### src/rtl/ascon_params.sv
// Shared defaults, derived step geometry and FSM encoding for the state shift engine.
package ascon_params;

    function automatic int ceil_div(input int a, input int b);
        return (a + b - 1) / b;
    endfunction

    localparam int COL_SIZE  = 5;
    localparam int WORD_SIZE = 64;
    localparam int PAR       = 4;
    localparam int D         = 1;
    localparam int SW        = (D + 1) * PAR;
    localparam int SB        = (SW < WORD_SIZE) ? SW : WORD_SIZE;
    localparam int N0        = ceil_div(WORD_SIZE, PAR);
    localparam int N1        = ceil_div(WORD_SIZE, SW);
    localparam int L0        = WORD_SIZE - (N0 - 1) * PAR;
    localparam int L1        = WORD_SIZE - (N1 - 1) * SW;

    typedef enum logic [1:0] {
        ST_IDLE  = 2'd0,
        ST_SHIFT = 2'd1,
        ST_DONE  = 2'd2
    } fsm_state_t;

endpackage

### src/rtl/shift_step_counter.sv
// Step counter for a shift run; flags the final step for the latched mode.
module shift_step_counter #(
    parameter int N0 = 16,
    parameter int N1 = 8
) (
    input  logic clk,
    input  logic reset_n,
    input  logic clr,
    input  logic en,
    input  logic mode,
    output logic last
);

    localparam int NMAX = (N0 > N1) ? N0 : N1;
    localparam int CW   = $clog2(NMAX + 1);

    logic [CW-1:0] count_q;

    always_ff @(posedge clk or negedge reset_n) begin
        if (!reset_n) begin
            count_q <= '0;
        end else if (clr) begin
            count_q <= '0;
        end else if (en) begin
            count_q <= count_q + CW'(1);
        end
    end

    assign last = mode ? (count_q == CW'(N1 - 1)) : (count_q == CW'(N0 - 1));

endmodule

### src/rtl/state_shift_engine.sv
// Multi-word state register with masked parallel load and serial right-shift runs
// of PAR or (D+1)*PAR bits per step, with hold, abort and a one-cycle done pulse.
module state_shift_engine #(
    parameter int  COL_SIZE  = ascon_params::COL_SIZE,
    parameter int  WORD_SIZE = ascon_params::WORD_SIZE,
    parameter int  PAR       = ascon_params::PAR,
    parameter int  D         = ascon_params::D,
    localparam int SW        = (D + 1) * PAR,
    localparam int SB        = (SW < WORD_SIZE) ? SW : WORD_SIZE
) (
    input  logic                            clk,
    input  logic                            reset_n,
    input  logic                            load_valid,
    input  logic [COL_SIZE-1:0]             load_mask,
    input  logic [COL_SIZE*WORD_SIZE-1:0]   data_in,
    output logic                            load_ready,
    input  logic                            start,
    input  logic                            mode,
    input  logic                            hold,
    input  logic                            abort,
    input  logic [COL_SIZE*SB-1:0]          in_bits,
    output logic [COL_SIZE*SB-1:0]          out_bits,
    output logic [COL_SIZE*WORD_SIZE-1:0]   data_out,
    output logic                            busy,
    output logic                            last_step,
    output logic                            done
);

    import ascon_params::fsm_state_t;
    import ascon_params::ST_IDLE;
    import ascon_params::ST_SHIFT;
    import ascon_params::ST_DONE;
    import ascon_params::ceil_div;

    localparam int N0 = ceil_div(WORD_SIZE, PAR);
    localparam int N1 = ceil_div(WORD_SIZE, SW);
    localparam int L0 = WORD_SIZE - (N0 - 1) * PAR;
    localparam int L1 = WORD_SIZE - (N1 - 1) * SW;
    localparam int KW = $clog2(WORD_SIZE + 1);

    // Non-final widths are clamped so the constants stay in range when w >= WORD_SIZE
    localparam logic [KW-1:0] K0    = KW'((PAR < WORD_SIZE) ? PAR : WORD_SIZE);
    localparam logic [KW-1:0] K1    = KW'((SW < WORD_SIZE) ? SW : WORD_SIZE);
    localparam logic [KW-1:0] KL0   = KW'(L0);
    localparam logic [KW-1:0] KL1   = KW'(L1);
    localparam logic [KW-1:0] KWORD = KW'(WORD_SIZE);

    fsm_state_t state_q, state_d;
    logic [COL_SIZE-1:0][WORD_SIZE-1:0] words_q, words_d, shifted;
    logic mode_q, mode_d;
    logic cnt_clr, cnt_en, cnt_last;
    logic [KW-1:0] k;

    shift_step_counter #(
        .N0 (N0),
        .N1 (N1)
    ) u_counter (
        .clk     (clk),
        .reset_n (reset_n),
        .clr     (cnt_clr),
        .en      (cnt_en),
        .mode    (mode_q),
        .last    (cnt_last)
    );

    always_comb begin
        k = mode_q ? (cnt_last ? KL1 : K1) : (cnt_last ? KL0 : K0);
    end

    // Each word takes the low k serial bits at its top while the old contents slide right by k
    for (genvar i = 0; i < COL_SIZE; i++) begin : g_word
        logic [WORD_SIZE-1:0] in_ext;
        assign in_ext     = WORD_SIZE'(in_bits[i*SB +: SB]);
        assign shifted[i] = (words_q[i] >> k) | (in_ext << (KWORD - k));
        assign out_bits[i*SB +: SB] = words_q[i][SB-1:0];
    end

    // Handshake: a load is accepted on any cycle with load_valid and load_ready both high;
    // start is accepted only when load_ready is high and load_valid is low.
    always_comb begin
        state_d = state_q;
        words_d = words_q;
        mode_d  = mode_q;
        cnt_clr = 1'b0;
        cnt_en  = 1'b0;
        case (state_q)
            ST_IDLE: begin
                if (load_valid) begin
                    for (int i = 0; i < COL_SIZE; i++) begin
                        if (load_mask[i]) begin
                            words_d[i] = data_in[i*WORD_SIZE +: WORD_SIZE];
                        end
                    end
                end else if (start) begin
                    mode_d  = mode;
                    cnt_clr = 1'b1;
                    state_d = ST_SHIFT;
                end
            end
            ST_SHIFT: begin
                if (abort) begin
                    state_d = ST_IDLE;
                end else if (!hold) begin
                    words_d = shifted;
                    cnt_en  = 1'b1;
                    if (cnt_last) begin
                        state_d = ST_DONE;
                    end
                end
            end
            ST_DONE: begin
                state_d = ST_IDLE;
            end
            default: begin
                state_d = ST_IDLE;
            end
        endcase
    end

    always_ff @(posedge clk or negedge reset_n) begin
        if (!reset_n) begin
            state_q <= ST_IDLE;
            words_q <= '0;
            mode_q  <= 1'b0;
        end else begin
            state_q <= state_d;
            words_q <= words_d;
            mode_q  <= mode_d;
        end
    end

    assign data_out   = words_q;
    assign busy       = (state_q == ST_SHIFT);
    assign done       = (state_q == ST_DONE);
    assign last_step  = busy && cnt_last;
    assign load_ready = reset_n && (state_q == ST_IDLE);

endmodule

### config.mk
export PLATFORM = sky130hd
export DESIGN_NAME = state_shift_engine
export DESIGN_NICKNAME = d
export VERILOG_FILES = /design/src/rtl/ascon_params.sv /design/src/rtl/shift_step_counter.sv /design/src/rtl/state_shift_engine.sv
export SDC_FILE = /design/constraint.sdc
export NUM_CORES = 1
export LEC_CHECK = 0
export CAP_MARGIN = 20
export CELL_PAD_IN_SITES_DETAIL_PLACEMENT = 1
export CELL_PAD_IN_SITES_GLOBAL_PLACEMENT = 1
export CORE_AREA = 2 2 287 289
export DETAILED_ROUTE_END_ITERATION = 7
export DIE_AREA = 0 0 289 291
export PLACE_DENSITY = 0.7
export SLEW_MARGIN = 10
export SYNTH_ARGS = -nofsm -noshare
export SYNTH_HDL_FRONTEND = slang
export SYNTH_SLANG_ARGS = --single-unit
### constraint.sdc
create_clock -name clk -period 2.05 [get_ports clk]
set_input_delay 0.3075 -clock clk [delete_from_list [all_inputs] [get_ports clk]]
set_output_delay 0.3075 -clock clk [all_outputs]
set_load 0.02 [all_outputs]
==> results of run 1 <==
==> cells in the final DEF (no fill, tap or decap), drive strengths merged, types with 2 or more instances in the layout <==
cell type      synthesis  final
clkdlybuf4s50          0    700
nor4                   2      2
xnor2                  2      2
nand3b                 5      5
clkinv                 1      5
diode                  0      6
mux2i                  2      2
bufinv                 0      2
mux2                 960    960
dlymetal6s2s           0      5
or4b                   2      2
nor2                   3      3
nor4b                  2      2
nand2                 10     10
dfrtp                328    328
dlygate4sd2            0     25
buf                  124    128
inv                    0      2
clkbuf                20     84
a21oi                  6      6
==> power by group <==
group | switching [mW] | total [mW] | internal [mW]
Clock | 3.11 | 7.96 | 4.85
Combinational | 9.04 | 21.1 | 12.1
Sequential | 3.31 | 12.4 | 9.10
Total | 15.5 | 41.5 | 26.0
==> cells in the mapped netlist (3+ instances only) <==
cell type | number | area, sq um
mux2_2 | 960 | 10810
dfrtp_1 | 328 | 8208
buf_2 | 54 | 270.3
buf_4 | 52 | 390.4
clkbuf_1 | 20 | 75.07
buf_6 | 18 | 202.7
nand2_1 | 10 | 37.54
a21oi_4 | 5 | 81.33
nand3b_1 | 5 | 37.54
nor2_1 | 3 | 11.26
==> through the flow <==
stage	hold slack, ns	area, sq um	util [%]	std cells
2_1_floorplan	0.01191	20300	-	1478
3_3_place_gp	0.4767	29420	36.23	3236
3_5_place_dp	0.4911	29420	36.23	3236
4_1_cts	0.2347	31090	38.29	3323
5_1_grt	0.2724	31850	39.23	3362
6_report	0.2784	31850	39.23	3363
==> cell type report <==
class / instances / area (sq um) / area share, %
flip-flops and latches: 328 / 8213 / 25.78
clock buffers: 70 / 1383 / 4.341
repair buffers: 874 / 9498 / 29.82
multi-input cells: 1005 / 11280 / 35.43
inverters: 1 / 20.02 / 0.06285
clock inverters: 9 / 101.3 / 0.3182
well taps: 1070 / 1339 / 4.203
diodes: 6 / 15.01 / 0.04714
==> final timing paths <==
path,from,endpoint,slack (ns)
worst max-delay path,mode_q$_DFFE_PN0N_,last_step,0.03
worst min-delay path,mode,mode_q$_DFFE_PN0N_,0.28
worst max register to register,state_q[0]$_DFFE_PN0P_,data_out[101]$_DFFE_PN0P_,0.03
worst min register to register,data_out[160]$_DFFE_PN0P_,data_out[160]$_DFFE_PN0P_,0.55
max in group asynchronous,reset_n,data_out[2]$_DFFE_PN0P_,0.78
min in group asynchronous,reset_n,u_counter.count_q[2]$_DFFE_PN0P_,0.49
==> metal layers <==
layer  global-route usage [%]  share of wire (%)  vias to the layer above
met1                    21.16                 40                     7896
met2                    33.06                 53                      419
met3                    3.190                4.9                      101
li1                         -                  -                     7006
met5                        0                  0                        -
met4                    5.205                2.5                        0
==> repair_timing <==
item                       in CTS  in global routing
cloned                          4                 14
hold buffers                    1                  0
hold endpoints to repair      201                  0
gates resized for setup        64                 53
pin swaps                       1                  3
setup endpoints to repair      40                123
setup buffers                   3                 20
==> state kept, by name, indices dropped and copies added (netlist names) <==
signal	count
u_counter.count_q	5
mode_q	1
state_q	2
data_out	320
==> critical path: stages (launching register included) <==
cell and delay, ns:
dfrtp_4 0.57, xnor2_2 0.20, nor4_4 0.17, buf_4 0.20
==> kinds of logic after synthesis <==
| group | count (synthesis) |
|---|---|
| AND/OR/NAND/NOR | 32 |
| AO/OA/AOI/OAI | 8 |
| flip-flops | 328 |
| adder cells (fa/ha/maj) | 1 |
| buffers and inverters | 145 |
| multiplexers | 962 |
| XOR/XNOR | 2 |
==> run_results.csv, run 1 <==
group,metric,value,unit
route,dr.pass1.iters,4,
finish,final_nets,2628,
floorplanning,start_util,25.00,%
timing,hold_violations,0,
flow_run,maxCapViolations,0,
clock_network,clkTransAtPathRegs,0.06,ns
setup_path,ff2ff_path_depth,7,
yosys,synthesis.instances,1478,
grt,grtUsageTotal,18.01,%
setup_path,crit_arrival,1.71,ns
floorplanning,die_area,84100,sq um
route,routed_via_density,4.586,
clock_network,cts-root-buf,"clkbuf_16",
yosys,syn_avg_cell_area,13.74,sq um
grt,grt_pass1_wl,115.7,mm
place,place_congestion,0.8472,
yosys,synth.distinct_cells,28,
power,peakVddDrop,0.7362,mV
yosys,ys_seq_area_share,40.43,%
yosys,synthAdderAreaFrac,0.06163,%
finish,n_fill_cell,8486,
timing,fin_skew,0.01944,ns
yosys,syn_nets,1851,
yosys,ys.flop_type,"dfrtp_1",
yosys,async_flop_share,100.0,%
grt,gr-total-overflow,0,
timing,fmax,0.4955,GHz
yosys,synth_warnings,0,
clock_network,cts.sinks,328,
yosys,syn_area,20300,sq um
clock_network,ctsHtreeMaxLevel,2,
timing,timing.final.crit_period,2.018,ns
grt,antenna_found_initial,7,
yosys,synth-compound-area-share,0.4992,%
timing,final_max_slew_viol_count,0,
clock_network,insertion_delay,0.57,ns
finish,drive_gt1_share,51.90,%
route,vias,15420,
place,io_buffers,735,
timing,tns,0,ns
timing,worstMarginPinSlew,0.9313,ns
power,p_leak,12.49,nW
yosys,synth_edf_count,0,
yosys,synth_xor_area_share,0.08629,%
place,dpl_worst_slack,-0.3460,ns
finish,area_growth,56.91,%
floorplanning,design.core.area,81190,sq um
timing,setup_viol,0,
power,power,41.51,mW
floorplanning,fp.dieW,289,microns
yosys,yosys.area_share.simple,0.9307,%
clock_network,cts_made_buffers,45,
grt,grt_max_degree,145,
yosys,muxShareOfSynthArea,53.35,%
place,dp_hpwl,59.02,mm
setup_path,crit_required,1.74,ns
power,power_density,1303,nW/um^2
clock_network,cts_tree,"yes",
floorplanning,die_h,291,microns
timing,fin_crit_sh,98.45,%
floorplanning,rows,105,
worst_hold_path,hold_depth,3,
route,drcViolationCount,0,
clock_network,clock_path_buffers,3,
floorplanning,pin_count,736,
route,totalWireLength,80.20,mm
setup_path,worst-path-max-fanout,6,
route,ant_nets,0,
timing,fin_ws,0.03177,ns
setup_path,startpoint_type,"flip-flop",
timing,rsz0062_at_grt,"yes",
timing,slew_headroom,37.91,%
yosys,ys_ff_latch,328,
outcome,outcome,"finished, final reports clean",
worst_hold_path,min_path_type,"input port to flip-flop",
route,wire_per_inst,23.85,microns
setup_path,critical_path_class,"flip-flop to output port",
grt,grt_pass1_vias,17100,
yosys,synth_top_family_by_area,"multiplexers",
route,drtIter0Drc,397,
setup_path,critPathCaptureType,"output port",
(Power assumes the default switching activity.)
==> run 2, diff against run 1 <==
- CORE_AREA: 2 2 287 289 -> 2 2 284 286
- DIE_AREA: 0 0 289 291 -> 0 0 286 288
- PLACE_DENSITY: 0.7 -> 0.69
- SYNTH_HIERARCHICAL: default -> 1
- TNS_END_PERCENT: default -> 100
- clock period: 2.05 -> 2.4 ns (I/O delays scaled with it)
==> run_results.csv, run 2 <==
group,metric,value,unit
yosys,synth_top_area_cell,"mux2_2",
floorplanning,design.core.area,79640,sq um
timing,final_max_slew_viol_count,0,
yosys,synth_commonest_cells,"mux2_2 (944), dfrtp_1 (328), buf_4 (49)",
floorplanning,rows,104,
floorplanning,die_h,288,microns
outcome,outcome,"finished, final reports clean",
route,totalWireLength,79.98,mm
yosys,synthesis.instances,1474,
setup_path,critical_path_class,"flip-flop to output port",
grt,use_met1,21.63,%
place,dpl_worst_slack,-0.1044,ns
setup_path,worstReg2RegEnd,"data_out[319]$_DFFE_PN0P_",
clock_network,cts.sinks,328,
clock_network,cts_made_buffers,44,
route,ant_nets,0,
setup_path,ff2ff_path_depth,7,
place,place_congestion,0.9012,
grt,use_met2,32.61,%
power,pwr-share-comb,50.7,%
setup_path,worst-path-max-fanout,36,
timing,fmax,0.4503,GHz
place,place_area,29100,sq um
place,dp_cells,3205,
yosys,ys.flop_type,"dfrtp_1",
finish,n_fill_cell,8438,
route,drcViolationCount,0,
timing,fin_skew,0.009759,ns
setup_path,crit_required,2.04,ns
worst_hold_path,min_path_type,"input port to flip-flop",
setup_path,critical_path.top_delay_family,"flip-flops",
finish,drive_gt1_share,49.64,%
route,drtIter0Drc,500,
setup_path,startpoint_type,"flip-flop",
clock_network,cts_tree,"yes",
grt,grtUsageTotal,18.80,%
yosys,synth_warnings,6,
timing,setup_viol,0,
power,swShare,37.83,%
yosys,async_flop_share,100.0,%
route,routed_via_density,4.557,
setup_path,path_buf_inv,2,
grt,antenna_found_initial,18,
finish,final_common_cell,"mux2_2",
yosys,syn_avg_cell_area,13.78,sq um
setup_path,r2r_start,"state_q[1]$_DFFE_PN0P_",
power,p_seq_share,30.5,%
route,vias,15020,
power,p_switching,13.40,mW
route,wire_per_inst,24.27,microns
yosys,syn_nets,1847,
place,io_buffers,735,
floorplanning,die_area,82370,sq um
timing,slew_headroom,58.28,%
yosys,synth_top_area_share,52.34,%
floorplanning,start_util,25.50,%
finish,final_cell_mix,"mux2_2 (944), clkdlybuf4s50_1 (730), dfrtp_1 (327)",
finish,fin_area,30650,sq um
finish,stdcell_count,3295,
timing,rsz0062_at_grt,"no",
yosys,synth_edf_count,0,
timing,fin_ws,0.1795,ns
place,dp_hpwl,62.39,mm
grt,grt_max_degree,88,
timing,fin_crit_sh,92.52,%
grt,grt-busiest-layer,"met2",
clock_network,ctsHtreeMaxLevel,2,
worst_hold_path,hold_depth,2,
clock_network,insertion_delay,0.57,ns
finish,final_nets,2569,
setup_path,crit_arrival,1.86,ns
yosys,ys_seq_area_share,40.41,%
setup_path,slowest_delay,0.50,ns
clock_network,clkTransAtPathRegs,0.06,ns
power,intPower,22.02,mW
yosys,synth.distinct_cells,28,
yosys,synthTopCellsByArea,"mux2_2 (52%), dfrtp_1 (40%), buf_4 (1.8%)",
flow_run,maxCapViolations,0,
floorplanning,pin_count,736,
setup_path,critPathCaptureType,"output port",
power,p_leak,11.85,nW
grt,grt_pass1_vias,16760,
yosys,ys_ff_latch,328,
finish,largest_reg_flops,320,
power,clock_power_share,18.9,%
timing,timing.final.crit_period,2.221,ns
worst_hold_path,hold_start,"mode",
setup_path,ff2ff_setup_slack,0.21,ns
worst_hold_path,min_to,"mode_q$_DFFE_PN0P_",
clock_network,clock_path_buffers,3,
grt,grt_pass1_wl,116.5,mm
setup_path,worstPathCellList,"buf_12 > xnor2_1 > nor3_2 > and2_1 > buf_4",
grt,gr-total-overflow,0,
timing,hold_violations,0,
power,power_density,1156,nW/um^2
power,power,35.42,mW
timing,worstMarginPinSlew,0.6258,ns
power,peakVddDrop,0.5769,mV
timing,tns,0,ns
floorplanning,fp.dieW,286,microns
yosys,syn_area,20310,sq um
grt,global_route.usage.met3,6.339,%
route,dr.pass1.iters,4,
setup_path,slowest_stage,"dfrtp_4",
yosys,yosysMostFrequentCell,"mux2_2",
finish,area_growth,50.91,%
clock_network,cts-root-buf,"clkbuf_16",
[run 2: cell families after synthesis]
logic type,Yosys count,share of synthesized area [%]
mux,964,53.46
flops,328,40.41
compound gates,7,0.4744
xor+xnor,2,0.08627
fa+ha+maj,1,0.06160
simple gates,27,0.8255
buf+inv,145,4.676
[run 2: power by group through the flow]
stage          logic (mW)  registers [mW]  clock network (mW)
6_report             17.9            10.8                6.69
3_5_place_dp         18.0            10.9                   0
5_1_grt              18.9            11.2                7.16
3_3_place_gp         17.8            10.7                   0
2_1_floorplan        7.57            12.4                   0
4_1_cts              18.1            10.8                6.93
[run 2: layer usage]
metal	part of all wire, %	vias to the layer above
li1	-	6862
met1	39	7525
met2	50	491
met3	8.0	123
met4	2.9	14
met5	0.11	-
[run 2: how the worst max path moves through the flow]
stage	slack [ns]	start	endpoint	cells past startpoint
2_1_floorplan	0.34	mode_q$_DFFE_PN0P_	data_out[248]$_DFFE_PN0P_	6
3_3_place_gp	-0.12	abort	data_out[192]$_DFFE_PN0P_	6
3_5_place_dp	-0.10	abort	data_out[209]$_DFFE_PN0P_	6
4_1_cts	0.005	mode_q$_DFFE_PN0P_	last_step	5
5_1_grt	0.02	data_out[6]$_DFFE_PN0P_	out_bits[6]	1
6_report	0.18	mode_q$_DFFE_PN0P_	last_step	5
[run 2: per-stage QoR]
stage	hold WS (ns)	util, %
floorplan	0.06441	-
global placement	0.4522	36.54
detailed placement	0.4561	36.54
CTS	0.3674	38.41
global route	0.4062	38.48
finish	0.4159	38.49
[run 2: cell type report]
type | count | area, sq um | share of cell area, %
Multi-Input combinational cell | 1001 | 11160 | 36.40
Timing Repair Buffer | 820 | 8459 | 27.60
Sequential cell | 328 | 8212 | 26.79
Tap cell | 1060 | 1326 | 4.327
Clock buffer | 67 | 1309 | 4.270
Clock inverter | 11 | 137.6 | 0.4491
Inverter | 1 | 30.03 | 0.09798
Antenna cell | 7 | 17.52 | 0.05715
[run 2: timing repair]
item,in CTS,in global routing
hold buffers,1,0
pin swaps,0,1
resized for setup,8,0
hold endpoints to repair,48,0
setup buffers,0,4
endpoints found under the setup margin,4,1
